--- src/rtl/counter_pkg.sv ---
// counter_pkg: shared defaults and direction encodings for the counter.
// Optional feature macro: COUNTER_LOAD_EN (parallel load port on counter).
package counter_pkg;

    localparam int DEF_WIDTH     = 3;
    localparam int DEF_MAX_COUNT = 7;

    // Encodings of the 'up' direction input
    localparam logic DIR_UP   = 1'b1;
    localparam logic DIR_DOWN = 1'b0;

endpackage

--- src/rtl/counter_next.sv ---
// counter_next: combinational next-count with modulo wrap and load.
// Ports: i_q current, i_en, i_up, [i_load, i_load_val], o_next. Macro: COUNTER_LOAD_EN.
module counter_next
    import counter_pkg::*;
#(
    parameter int WIDTH     = DEF_WIDTH,
    parameter int MAX_COUNT = DEF_MAX_COUNT
) (
    input  logic [WIDTH-1:0] i_q,
    input  logic             i_en,
    input  logic             i_up,
`ifdef COUNTER_LOAD_EN
    input  logic             i_load,
    input  logic [WIDTH-1:0] i_load_val,
`endif
    output logic [WIDTH-1:0] o_next
);

    localparam logic [WIDTH-1:0] MAX_V = WIDTH'(MAX_COUNT);
    localparam logic [WIDTH-1:0] ONE_V = WIDTH'(1);

    always_comb begin
        o_next = i_q;
`ifdef COUNTER_LOAD_EN
        if (i_load) begin
            // Out-of-range load values saturate at the terminal value
            o_next = (i_load_val > MAX_V) ? MAX_V : i_load_val;
        end else
`endif
        if (i_q > MAX_V) begin
            // Recover from an illegal count with a non-power-of-two modulus
            o_next = '0;
        end else if (i_en) begin
            if (i_up == DIR_UP) begin
                o_next = (i_q == MAX_V) ? '0 : i_q + ONE_V;
            end else begin
                o_next = (i_q == '0) ? MAX_V : i_q - ONE_V;
            end
        end
    end

endmodule

--- src/rtl/counter.sv ---
// counter: up/down modulo counter, count register and terminal-count flag.
// Ports: clk, reset (async low), q, en, up, tc, [load, load_val]. Macro: COUNTER_LOAD_EN.
module counter
    import counter_pkg::*;
#(
    parameter int WIDTH     = DEF_WIDTH,
    parameter int MAX_COUNT = DEF_MAX_COUNT
) (
    input  logic             clk,
    input  logic             reset,
    output logic [WIDTH-1:0] q,
    input  logic             en,
    input  logic             up,
    output logic             tc
`ifdef COUNTER_LOAD_EN
    ,
    input  logic             load,
    input  logic [WIDTH-1:0] load_val
`endif
);

    localparam logic [WIDTH-1:0] MAX_V = WIDTH'(MAX_COUNT);

    logic [WIDTH-1:0] r_q;
    logic [WIDTH-1:0] w_next;

    counter_next #(
        .WIDTH     (WIDTH),
        .MAX_COUNT (MAX_COUNT)
    ) u_next (
        .i_q        (r_q),
        .i_en       (en),
        .i_up       (up),
`ifdef COUNTER_LOAD_EN
        .i_load     (load),
        .i_load_val (load_val),
`endif
        .o_next     (w_next)
    );

    always_ff @(posedge clk or negedge reset) begin
        if (!reset) begin
            r_q <= '0;
        end else begin
            r_q <= w_next;
        end
    end

    assign q  = r_q;
    assign tc = en & (((up == DIR_UP) && (r_q == MAX_V)) ||
                      ((up == DIR_DOWN) && (r_q == '0)));

endmodule

--- config.mk ---
export PLATFORM = sky130hd
export DESIGN_NAME = counter
export DESIGN_NICKNAME = d
export VERILOG_FILES = /design/src/rtl/counter_pkg.sv /design/src/rtl/counter_next.sv /design/src/rtl/counter.sv
export SDC_FILE = /design/constraint.sdc
export NUM_CORES = 1
export LEC_CHECK = 0
export BUFFER_PORTS_ARGS = -buffer_cell sky130_fd_sc_hd__buf_2
export CORE_AREA = 2 2 39 41
export DETAILED_ROUTE_END_ITERATION = 6
export DIE_AREA = 0 0 41 43
export GPL_TIMING_DRIVEN = 0
export PLACE_DENSITY = 0.36
export SLEW_MARGIN = 10
export SYNTH_ARGS = -nofsm -noshare
export SYNTH_HDL_FRONTEND = slang
export SYNTH_SLANG_ARGS = --single-unit
--- constraint.sdc ---
create_clock -name clk -period 2.29 [get_ports clk]
set_input_delay 0.458 -clock clk [delete_from_list [all_inputs] [get_ports clk]]
set_output_delay 0.458 -clock clk [all_outputs]
set_load 0.01 [all_outputs]
==> run metrics <==
status=completed; DR pass1 iterations=2; DRC=0; clk root buf=clkbuf_4; Crit-path slowest cell=dfrtp_1; Clk pin slew, worst setup/hold paths=0.04 ns; VDD IR max=0.182 mV; # port buffers=7; CTS max path bufs=2; design area=325 um^2; Setup Crit Path Kind=register to primary output; routed via count=240; top cells by area, synth=dfrtp_1 (31%), ha_1 (21%), a311oi_2 (6.2%); die area=1760 um^2; CP cell instances=inv_1 > ha_1 > nand2b_1 > or2_1 > a21boi_0 > buf_2; GRT Overall Usage=under 10%; final worst-path cycle share=89.2%; initial antenna violation count=0; Final Critical Period=slightly above 2 ns; Initial Util=17.6%; fmax=roughly 490 MHz; First DRT Iteration DRCs=1; CTS resizes=0; Yosys cell types=15; final slew viol count=0; CP arrival=1.58 ns; Post-synth EDFFs=0; Post-Syn Area=244 um^2; Core Area=1380 um^2; final WL=605 um; n_diodes=0; Final Hold Viols=0; synth cell count leaders=ha_1 (4), dfrtp_1 (3), inv_1 (3); Non-Filler Instances=53; global placer's final weighted congestion=0.670; clock latency on the worst-skew pair=0.23 ns; Placed Area=between 200 and 300 um^2; Synth Flop Type=dfrtp_1; Rel. slew slack=83.1%; Top Ports=8; number of max-cap violations=0; Setup Viol. Count Final=0; final worst slack=around 0.25 ns; CTS tree=yes; area leader, netlist=dfrtp_1; crit path launch type=register; Hold WC Path Type=primary input to asynchronous set/reset pin; Layout Area Growth over Synthesis=33.3%; Avg Inst Size Synth=9.38 um^2; area share of the leading cell type in the synthesized netlist=30.8%; layout cells sized above 1=32.4%; DR vias/cell=roughly 4.5; RSZ-0062 raised after global routing=no; ANT nets after route=0; global-route wire length before repair=just over 1 mm; clock sinks=3; Layout Nets=46; post-synthesis async set-or-reset flop share=100%; top-count cell post-synth=ha_1; Placed Cells=49; # hold bufs at CTS=0; YS warnings=0; num rows=14; Worst Tran Pin Value=approximately 0.25 ns; register bit count reported by yosys=3; Num CTS Buffers=3; largest net degree at the start of global routing=8; setup_tns=0 ns; H-tree levels=1; CP required=around 1.8 ns; Place WS=roughly 0.48 ns; Post-Syn Nets=34; CP endpoint kind=primary output; die width=41 um; GRT overflow=0; die extent in y=43 um; Power Density=1360 nW/um^2; drt wl/cell=11.4 um; Leakage Power=~0.16 nW; critical path peak fanout=6; Post-Syn Instances=26; CP max stage delay=0.44 ns; max FFs per register=3; Seq/Total Area, Yosys=30.8%; post-CTS setup buffers=0; number of global-route vias before repair=251; Setup Skew=between 0.003 and 0.004 ns; HPWL after detailed placement=476 um
[layout by cell type (no fill, tap or decap)]
| master | netlist | layout |
|---|---|---|
| buf_2 | 0 | 7 |
| ha_1 | 4 | 4 |
| inv_1 | 3 | 3 |
| clkbuf_4 | 0 | 3 |
| dfrtp_1 | 3 | 3 |
| nand2_1 | 2 | 2 |
| a21oi_1 | 2 | 2 |
| o21ai_0 | 2 | 2 |
| a31oi_1 | 2 | 2 |
| nand2b_1 | 1 | 1 |
| or2_1 | 1 | 1 |
| a21boi_0 | 1 | 1 |
| nand4b_1 | 1 | 1 |
| a311oi_2 | 1 | 1 |
| o31ai_1 | 1 | 1 |
| a21o_2 | 1 | 1 |
| nand3b_1 | 1 | 1 |
| clkbuf_1 | 0 | 1 |
[area by class of cell]
cell class	count	area [um^2]
tap	16	20.0
multi-input combinational	20	158
timing repair buffer	7	35.0
fill	160	1060
clock buffer	4	26.3
inverter	3	11.3
sequential	3	75.1
[layer usage]
layer	wire length [um]	track usage [%]
met1	242	8.97
met2	317	13.4
met3	31	3.14
met4	14	8.00
met5	0	0
[per-stage QoR]
step | power [mW] | hold WS [ns] | utilization [%]
6_report | 0.444 | 0.0130 | 23.5
5_1_grt | 0.496 | 0.00640 | 23.5
4_1_cts | 0.448 | 0.0101 | 23.5
3_3_place_gp | 0.347 | 0.253 | 21.6
3_5_place_dp | 0.350 | 0.258 | 21.6
2_1_floorplan | 0.273 | 0.162 | -
[cells by family (layout without fill, tap and decap cells)]
| family | after synthesis | in the layout | synth area share [%] |
|---|---|---|---|
| buf+inv | 3 | 14 | 4.62 |
| compound gates | 10 | 10 | 29.2 |
| flops | 3 | 3 | 30.8 |
| fa+ha+maj | 4 | 4 | 20.5 |
| simple gates | 6 | 6 | 14.9 |
[power breakdown]
part           internal [mW]  total [mW]  switching [mW]
registers             0.0813       0.128          0.0464
logic                  0.106       0.222           0.116
clock network         0.0654      0.0942          0.0288
total                  0.253       0.444           0.191
[worst max-delay path: cells and delay by family (launching register included)]
family | cells | cell delay (ns)
AO/OA/AOI/OAI | 1 | 0.16
adder cells (fa/ha/maj) | 1 | 0.17
buffers and inverters | 2 | 0.26
AND/OR/NAND/NOR | 2 | 0.32
flip-flops | 1 | 0.44
[path summary, 6_finish.rpt]
kind / start / end / slack (ns) / depth (start not counted)
worst max-delay path: q[0] / tc / 0.25 / 6
worst min-delay path: reset / q[0] / 0.01 / 1
worst max register to register: q[0] / q[2] / 0.88 / 5
worst min register to register: q[0] / q[0] / 0.61 / 1
max in group asynchronous: reset / q[1] / 2.17 / 1
min in group clk: en / q[1] / 0.51 / 2
No activity file was read; power rests on OpenSTA's default activity.
